File: src/rtl/glyph_line_fetcher_if.sv
// Glyph ROM access bus: the fetcher drives digit/row selects and the ROM
// answers combinationally with the 5-bit row pattern in the same cycle.
interface glyph_line_fetcher_if;
    logic [3:0] rom_digit;
    logic [2:0] rom_row;
    logic [4:0] rom_code;

    modport master (output rom_digit, output rom_row, input rom_code);
    modport slave  (input rom_digit, input rom_row, output rom_code);
endinterface

File: src/rtl/glyph_line_fetcher.sv
// Renders a NUM_DIGITS-wide numeric field from a shared 5x6 glyph ROM: fetches one
// glyph row per digit into a line buffer during h-blank, then serialises it per pixel.
module glyph_line_fetcher #(
    parameter int NUM_DIGITS = 8,
    parameter int X0         = 16,
    parameter int Y0         = 16,
    parameter int GLYPH_H    = 6,
    parameter int CHAR_PITCH = 6
) (
    input  logic                      clk,
    input  logic                      reset,
    input  logic [4*NUM_DIGITS-1:0]   digits_in,
    input  logic                      line_start,
    input  logic [9:0]                next_line,
    glyph_line_fetcher_if.master      rom,
    input  logic                      pix_en,
    input  logic                      video_on,
    input  logic [9:0]                pixel_x,
    output logic                      pixel_on,
    output logic                      busy
);

    localparam int IDX_W = (NUM_DIGITS > 1) ? $clog2(NUM_DIGITS) : 1;
    localparam int COL_W = $clog2(CHAR_PITCH);

    localparam logic [10:0]      Y_LO      = 11'(Y0);
    localparam logic [10:0]      Y_HI      = 11'(Y0 + GLYPH_H);
    localparam logic [10:0]      X_LO      = 11'(X0);
    localparam logic [10:0]      X_HI      = 11'(X0 + NUM_DIGITS * CHAR_PITCH);
    localparam logic [2:0]       Y0_LOW3   = 3'(Y0);
    localparam logic [IDX_W-1:0] IDX_LAST  = IDX_W'(NUM_DIGITS - 1);
    localparam logic [COL_W-1:0] COL_LAST  = COL_W'(CHAR_PITCH - 1);
    localparam logic [COL_W-1:0] COL_GLYPH = COL_W'(5);

    typedef enum logic [0:0] {IDLE = 1'b0, FETCH = 1'b1} state_t;

    state_t                       state_r;
    logic [IDX_W-1:0]             idx_r;
    logic [NUM_DIGITS-1:0][3:0]   snap_r;
    logic [NUM_DIGITS-1:0][4:0]   buf_r;
    logic                         in_band_r;
    logic [2:0]                   row_r;
    logic [COL_W-1:0]             col_r;
    logic [IDX_W-1:0]             pos_r;

    logic                         in_band_s;
    logic [2:0]                   row_s;
    logic [4:0]                   wr_code_s;
    logic [IDX_W-1:0]             idx_nxt_s;
    logic                         px_active_s;
    logic                         at_x0_s;
    logic [COL_W-1:0]             eff_col_s;
    logic [IDX_W-1:0]             eff_pos_s;
    logic [2:0]                   bit_sel_s;
    logic                         glyph_bit_s;
    logic [COL_W-1:0]             col_nxt_s;
    logic [IDX_W-1:0]             pos_nxt_s;

    // Line qualification and buffer write data for the current fetch slot
    always_comb begin
        in_band_s = ({1'b0, next_line} >= Y_LO) && ({1'b0, next_line} < Y_HI);
        row_s     = next_line[2:0] - Y0_LOW3;
        idx_nxt_s = idx_r + IDX_W'(1);
        if (in_band_r && (snap_r[idx_r] <= 4'd9)) begin
            wr_code_s = rom.rom_code;
        end else begin
            wr_code_s = 5'd0;
        end
    end

    // Fetch sequencer: line_start always (re)starts a fetch from slot 0
    always_ff @(posedge clk) begin
        if (reset) begin
            state_r       <= IDLE;
            idx_r         <= {IDX_W{1'b0}};
            snap_r        <= {(4*NUM_DIGITS){1'b0}};
            buf_r         <= {(5*NUM_DIGITS){1'b0}};
            in_band_r     <= 1'b0;
            row_r         <= 3'd0;
            busy          <= 1'b0;
            rom.rom_digit <= 4'd0;
            rom.rom_row   <= 3'd0;
        end else if (line_start) begin
            state_r       <= FETCH;
            idx_r         <= {IDX_W{1'b0}};
            snap_r        <= digits_in;
            in_band_r     <= in_band_s;
            row_r         <= row_s;
            busy          <= 1'b1;
            rom.rom_digit <= digits_in[3:0];
            rom.rom_row   <= row_s;
        end else begin
            case (state_r)
                IDLE: begin
                    busy <= 1'b0;
                end
                FETCH: begin
                    buf_r[idx_r] <= wr_code_s;
                    if (idx_r == IDX_LAST) begin
                        state_r <= IDLE;
                        busy    <= 1'b0;
                    end else begin
                        // Selects are registered, so present the next slot one cycle ahead
                        idx_r         <= idx_nxt_s;
                        rom.rom_digit <= snap_r[idx_nxt_s];
                        rom.rom_row   <= row_r;
                    end
                end
                default: begin
                    state_r <= IDLE;
                    busy    <= 1'b0;
                end
            endcase
        end
    end

    // Pixel column/position tracking and glyph bit selection
    always_comb begin
        px_active_s = video_on && ({1'b0, pixel_x} >= X_LO) && ({1'b0, pixel_x} < X_HI);
        at_x0_s     = ({1'b0, pixel_x} == X_LO);
        if (at_x0_s) begin
            eff_col_s = {COL_W{1'b0}};
            eff_pos_s = {IDX_W{1'b0}};
        end else begin
            eff_col_s = col_r;
            eff_pos_s = pos_r;
        end
        bit_sel_s = 3'd4 - 3'(eff_col_s);
        if (eff_col_s < COL_GLYPH) begin
            glyph_bit_s = buf_r[eff_pos_s][bit_sel_s];
        end else begin
            glyph_bit_s = 1'b0;
        end
        if (eff_col_s == COL_LAST) begin
            col_nxt_s = {COL_W{1'b0}};
            if (eff_pos_s == IDX_LAST) begin
                pos_nxt_s = {IDX_W{1'b0}};
            end else begin
                pos_nxt_s = eff_pos_s + IDX_W'(1);
            end
        end else begin
            col_nxt_s = eff_col_s + COL_W'(1);
            pos_nxt_s = eff_pos_s;
        end
    end

    // Pixel output register; everything holds while pix_en is low
    always_ff @(posedge clk) begin
        if (reset) begin
            pixel_on <= 1'b0;
            col_r    <= {COL_W{1'b0}};
            pos_r    <= {IDX_W{1'b0}};
        end else if (pix_en) begin
            if (px_active_s) begin
                pixel_on <= glyph_bit_s;
                col_r    <= col_nxt_s;
                pos_r    <= pos_nxt_s;
            end else begin
                pixel_on <= 1'b0;
                if (at_x0_s) begin
                    col_r <= {COL_W{1'b0}};
                    pos_r <= {IDX_W{1'b0}};
                end
            end
        end
    end

endmodule

File: src/flat_wrapper.sv
// flat-port wrapper written by rule: the top's interface ports become plain ports
module glyph_line_fetcher_flat 
#(
    parameter int NUM_DIGITS = 8,
    parameter int X0         = 16,
    parameter int Y0         = 16,
    parameter int GLYPH_H    = 6,
    parameter int CHAR_PITCH = 6
)
  (clk, reset, digits_in, line_start, next_line, pix_en, video_on, pixel_x, pixel_on, busy, rom_rom_digit, rom_rom_row, rom_rom_code);
  glyph_line_fetcher_if rom_i ();
  input  logic clk;
  input  logic reset;
  input  logic [4*NUM_DIGITS-1:0] digits_in;
  input  logic line_start;
  input  logic [9:0] next_line;
  input  logic pix_en;
  input  logic video_on;
  input  logic [9:0] pixel_x;
  output logic pixel_on;
  output logic busy;
  output wire logic [$bits(rom_i.rom_digit)-1:0] rom_rom_digit;
  output wire logic [$bits(rom_i.rom_row)-1:0] rom_rom_row;
  input wire logic [$bits(rom_i.rom_code)-1:0] rom_rom_code;
  assign rom_rom_digit = rom_i.rom_digit;
  assign rom_rom_row = rom_i.rom_row;
  assign rom_i.rom_code = rom_rom_code;
  glyph_line_fetcher #(.NUM_DIGITS(NUM_DIGITS), .X0(X0), .Y0(Y0), .GLYPH_H(GLYPH_H), .CHAR_PITCH(CHAR_PITCH)) u_core (.clk(clk), .reset(reset), .digits_in(digits_in), .line_start(line_start), .next_line(next_line), .rom(rom_i), .pix_en(pix_en), .video_on(video_on), .pixel_x(pixel_x), .pixel_on(pixel_on), .busy(busy));
endmodule
File: config.mk
export PLATFORM = sky130hd
export DESIGN_NAME = glyph_line_fetcher_flat
export DESIGN_NICKNAME = d
export VERILOG_FILES = /design/src/rtl/glyph_line_fetcher_if.sv /design/src/rtl/glyph_line_fetcher.sv /design/src/flat_wrapper.sv
export SDC_FILE = /design/constraint.sdc
export NUM_CORES = 1
export LEC_CHECK = 0
export ABC_AREA = 1
export CAP_MARGIN = 5
export CORE_UTILIZATION = 35
export CTS_CLUSTER_DIAMETER = 150
export DETAILED_ROUTE_END_ITERATION = 16
export HOLD_SLACK_MARGIN = 0.08
export SETUP_SLACK_MARGIN = 0.3
export SLEW_MARGIN = 20
export SYNTH_ARGS = -nofsm -noshare
export SYNTH_HDL_FRONTEND = slang
export SYNTH_SLANG_ARGS = --single-unit
File: constraint.sdc
create_clock -name clk -period 2.9 [get_ports clk]
set_clock_uncertainty 0.1 [all_clocks]
set_input_delay 0.435 -clock clk [delete_from_list [all_inputs] [get_ports clk]]
set_output_delay 0.435 -clock clk [all_outputs]
set_load 0.05 [all_outputs]
[After elaboration in Yosys (flattened, before gate mapping)]
Cells that the tools add are included.
Word-level totals
  output and inout port bits: 9
  logic and storage cells: 93
  flip-flop bits (word level): 95
Cells by class
  reductions and logical operators: 10
  muxes and demuxes: 33
  eq/ne operators: 6
  bitwise gates (word level): 3
  magnitude comparators: 11
  $add $sub $neg: 4
Operator list (number)
  $bwmux 40: 1
  $mux 3: 10
  $bmux 4 s3: 2
  $ge 10x5->1 const B: 2
  $mux 4: 5
  $lt 3x4->1 const B: 4
  $bmux 5 s3: 1
  $demux 5 s3: 1
  $mux 5: 3
  $eq 10x5->1 const B: 1
  $lt 10x5->1 const B: 1
  $lt 10x7->1 const B: 1
  $add 3x1->3 const B: 3
  $eq 3x3->1 const B: 3
  $mux 1: 8
  $reduce_and 2->1: 3
  $logic_and 1x1->1: 5
  $le 4x4->1 const B: 1
  $bmux 1 s3: 1
  $ge 3x1->1 const B: 1
  $lt 3x3->1 const B: 1
  $ne 3x3->1 const B: 1
  $not 1->1: 3
  $sub 3x3->3 const A: 1
  other kinds (4): 4

[Longest topological paths before layout]
  depth in word-level cells: 8
  gate-level depth with buffers: 16

[Worst setup path after synthesis]
No wires, ideal clock.
  path type: input to register
  start: input pixel_x[1]
  end: register u_core.pos_r[1]
  path slack: 0.929 ns
  stages: 16
  setup time: 0.110 ns
  arrival: 1.761 ns
  required time: 2.690 ns
  cells stage by stage: nor2_1 -> nand2_1 -> nor2_1 -> nand2_1 -> buf_6 -> nand2_1 -> inv_1 -> ha_1 -> nand2_1 -> nor2_1 -> nand2_1 -> inv_1 -> nand2_1 -> o221ai_1 -> nand2_1 -> inv_1
On the way
  longest elaborated chain between the ends: 6
  elaborated cells between the ends (all ways): 13
  those cells by class: add/sub: 1; order compare: 2; eq/ne: 3; mux: 5; reduce/logical: 2
Ends and longest elaborated chain
  start, declared: line flat_wrapper.sv:19  | input logic [9:0] pixel_x;
  $eq 10x5->1: line glyph_line_fetcher.sv:120  | at_x0_s = ({1'b0, pixel_x} == X_LO);
  $mux 3
  $add 3x1->3 or $eq 3x3->1 (tied branches): line glyph_line_fetcher.sv:139, glyph_line_fetcher.sv:136
  $mux 3: line glyph_line_fetcher.sv:136  | if (eff_pos_s == IDX_LAST) begin
  $mux 3: line glyph_line_fetcher.sv:134  | if (eff_col_s == COL_LAST) begin
  $mux 3 *: line glyph_line_fetcher.sv:154  | if (px_active_s) begin
  end signal, assigned: line glyph_line_fetcher.sv:152  | pos_r <= {IDX_W{1'b0}};
  end signal, assigned: line glyph_line_fetcher.sv:157  | pos_r <= pos_nxt_s;
  end signal, assigned: line glyph_line_fetcher.sv:162  | pos_r <= {IDX_W{1'b0}};
  end, declared: line glyph_line_fetcher.sv:44  | logic [IDX_W-1:0] pos_r;
Every way passes the cells marked *; elsewhere a longest branch is shown, timed or not.
A chain may end at the register's enable or synchronous reset.

[Worst setup path in the final report]
  start: register u_core.idx_r[0]
  end: register u_core.buf_r[28] (netlist name)
On the way
  longest elaborated chain between the ends: 6
  elaborated cells between the ends (all ways): 11
  those cells by class: order compare: 3; mux: 6; reduce/logical: 2
Ends and longest elaborated chain
  start, declared: line glyph_line_fetcher.sv:38  | logic [IDX_W-1:0] idx_r;
  start signal, assigned: line glyph_line_fetcher.sv:75  | idx_r <= {IDX_W{1'b0}};
  start signal, assigned: line glyph_line_fetcher.sv:85  | idx_r <= {IDX_W{1'b0}};
  start signal, assigned: line glyph_line_fetcher.sv:104  | idx_r <= idx_nxt_s;
  $bmux 4 s3: line glyph_line_fetcher.sv:64  | if (in_band_r && (snap_r[idx_r] <= 4'd9)) begin
  $mux 4 (implied by the code): line glyph_line_fetcher.sv:64
  $le 4x4->1: line glyph_line_fetcher.sv:64
  $logic_and 1x1->1: line glyph_line_fetcher.sv:64
  $mux 5: line glyph_line_fetcher.sv:64
  $bwmux 40 *: line glyph_line_fetcher.sv:98  | buf_r[idx_r] <= wr_code_s;
  end signal, assigned: line glyph_line_fetcher.sv:77  | buf_r <= {(5*NUM_DIGITS){1'b0}};
  end signal, assigned by index: line glyph_line_fetcher.sv:98
  end, declared: line glyph_line_fetcher.sv:40  | logic [NUM_DIGITS-1:0][4:0] buf_r;
Every way passes the cells marked *; elsewhere a longest branch is shown, timed or not. The select of a mux whose other input is x is not followed.

==> impl_metrics.json <==
{
  "antenna_left": 0,
  "worstSetupStartpointType": "flop",
  "fin_nets": 730,
  "critPathSlowestCell": "dfxtp_1",
  "hold_ws_ns": 0.3692,
  "hold_violations": 0,
  "ys_seq_elements": 95,
  "cp.arrival_ns": 2.47,
  "syn_nets": 666,
  "rsz0062_at_grt": "false",
  "cts_hold_repair.buffers": 0,
  "fin_tns_setup_ns": 0,
  "p_seq_frac": 0.476,
  "setup_viol": 0,
  "yosysSeqAreaShare": 0.4373,
  "finalCritPeriodShare": 0.7986,
  "synth_area_um2": 4349,
  "htreeDepth": 3,
  "routed_wl_um": 11100,
  "status": "completed",
  "tritoncts": "done",
  "die_height_um": 113.5,
  "cts_buffer_depth": 2,
  "overflow": 0,
  "powerDensity_nw_per_um2": 527.3,
  "pwr-share-clk": 0.414,
  "dieArea_um2": 12880,
  "grt_pass1_wl_um": 18480,
  "vdd_drop_max_v": 0.0003099,
  "drc": 0,
  "crit_fanout": 20,
  "critPathMaxStageDelay_ns": 0.68,
  "ioPinCount": 71,
  "drt-pass1-iter-count": 4,
  "wl_per_cell_um": 13.30,
  "grt_pass1_vias": 3962,
  "start_util": 0.3606,
  "chipWidth_um": 113.5,
  "grt_usage": 0.1803,
  "worstHoldPathCells": 1,
  "syn_area_per_cell_um2": 7.273,
  "port_buffers": 70,
  "clock-root-buffer": "clkbuf_16",
  "antenna_found_initial": 0,
  "path_clk_slew_ns": 0.07,
  "grt_max_degree": 55,
  "synthCells": 598,
  "worst_pin_slew_ns": 0.6022,
  "finalMaxSlewViolations": 0,
  "drive_gt1_frac": 0.05397,
  "cts_resized": 0,
  "cts_sinks": 95,
  "place_congestion": 0.8817,
  "vias": 4143,
  "num_rows": 40,
  "async_flop_share": 0,
  "synth_enable_flop_cells": 0,
  "r2r_cells": 7,
  "endpoint_kind": "flop",
  "timing.final.ws_setup_ns": 0.5840,
  "p_int_uw": 2196,
  "drt_iter0_drc": 142,
  "postCtsSetupBuffers": 0,
  "switchingPower_uw": 704.4,
  "area_growth_pct": 26.50,
  "cap_violations": 0,
  "leakage_uw": 0.002140,
  "path_cells": "inv_2 -> o31ai_4 -> o32ai_1 -> o21a_1 -> nor2_8 -> nand2_4 -> a21oi_1",
  "fmax_ghz": 0.4318,
  "vias_per_cell": 4.962,
  "dp_slack_ns": 0.2600,
  "core_um2": 12060,
  "power_uw": 2901,
  "required_ns": 3.06,
  "min-delay-path-class": "reg -> reg",
  "period_needed_ns": 2.316,
  "sw_frac_of_total": 0.2428,
  "synth_flop_cell": "dfxtp_1",
  "yosys_warnings": 0,
  "p_comb_frac": 0.111,
  "synth.distinct_cells": 37,
  "diodes": 0,
  "place_hpwl_um": 7969,
  "relSlewSlack": 0.5971,
  "clk_latency_ns": 0.34,
  "numCtsBuffers": 9,
  "setup.worst_path.class": "reg -> reg"
}
==> area by class of cell <==
type                    instances  area (µm²)
clock buffers                  12       246.5
clock inverters                 4       53.80
fillers                      1224        6560
inverters                      55       206.4
multi-input cells             422        2115
flip-flops and latches         95        1902
well taps                     168       210.2
repair buffers                 79       768.2
==> cells by family (layout without fill, tap and decap cells) <==
kind of cell,after synthesis,in the layout,synth area share
xor+xnor,2,2,0.004028
fa+ha+maj,6,6,0.01726
simple gates,231,231,0.2299
mux,3,3,0.006905
compound gates,180,180,0.2276
buf+inv,81,150,0.07710
flops,95,95,0.4373
==> cells in the final DEF, fill, tap and decap left out, types with 2 or more instances in the layout <==
master	n
a211oi_1	3
a21oi_1	66
a221oi_1	8
a31oi_1	4
buf_4	9
clkbuf_1	2
clkbuf_16	9
clkdlybuf4s50_1	70
clkinv_1	2
clkinvlp_4	2
dfxtp_1	95
ha_1	6
inv_1	51
inv_2	2
mux2i_1	3
nand2_1	127
nand2_4	5
nand3_1	46
nand4_1	2
nor2_1	39
nor2_2	2
nor3_1	7
o21a_1	2
o21ai_0	88
o32ai_1	2
==> path summary, 6_finish.rpt <==
kind                            slack (ns)                to       startpoint
worst min register to register        0.37       u_core.busy      u_core.busy
worst min-delay path                  0.37       u_core.busy      u_core.busy
worst max-delay path                  0.58  u_core.buf_r[28]  u_core.idx_r[0]
worst max register to register        0.58  u_core.buf_r[28]  u_core.idx_r[0]
==> power by group through the flow <==
stage,clock (µW),sequential (µW),combinational (µW)
2_1_floorplan,0,1430,146
3_3_place_gp,0,1410,319
3_5_place_dp,0,1410,322
4_1_cts,1230,1380,324
5_1_grt,1290,1380,355
6_report,1200,1380,321
==> per-layer routing <==
layer | wire (µm) | part of all wire | vias to the layer above | global-route usage
met5 | 0 | 0 | - | 0
met4 | 127 | 0.011 | 0 | 0.05175
met3 | 497 | 0.045 | 10 | 0.04145
met2 | 5616 | 0.51 | 93 | 0.3207
li1 | - | - | 2145 | -
met1 | 4862 | 0.44 | 1895 | 0.2163
==> synthesized netlist by cell type, types with 3 or more instances <==
| cell | instances | area share |
|---|---|---|
| a211oi_1 | 3 | 0.0052 |
| a21oi_1 | 66 | 0.076 |
| a221oi_1 | 8 | 0.016 |
| a31oi_1 | 4 | 0.0058 |
| buf_2 | 4 | 0.0046 |
| buf_4 | 3 | 0.0052 |
| clkbuf_1 | 15 | 0.013 |
| dfxtp_1 | 95 | 0.44 |
| ha_1 | 6 | 0.017 |
| inv_1 | 51 | 0.044 |
| mux2i_1 | 3 | 0.0069 |
| nand2_1 | 127 | 0.11 |
| nand2_4 | 5 | 0.013 |
| nand3_1 | 46 | 0.053 |
| nor2_1 | 40 | 0.035 |
| nor3_1 | 7 | 0.0081 |
| o21ai_0 | 88 | 0.10 |
==> state kept, by name, summed over array words and instances, names as in the netlist <==
name and flops:
u_core.state_r 1, u_core.snap_r 32, u_core.row_r 3, u_core.idx_r 3, u_core.pixel_on 1, u_core.rom.rom_digit 4
u_core.in_band_r 1, u_core.busy 1, u_core.col_r 3, u_core.pos_r 3, u_core.rom.rom_row 3, u_core.buf_r 40
==> through the flow <==
stage	area (µm²)	cells	util
after floorplan	4349	598	-
after global placement	5201	819	0.4312
after detailed placement	5201	819	0.4312
after CTS	5502	835	0.4561
after global routing	5502	835	0.4561
final	5502	835	0.4561
==> worst max-delay path: cells and delay by family (launching register included) <==
kind | cells | cell delay (ns)
buffers and inverters | 1 | 0.32
AND/OR/NAND/NOR | 2 | 0.35
flip-flops | 1 | 0.68
AO/OA/AOI/OAI | 4 | 0.79
Power figures use the tool's default switching activity.
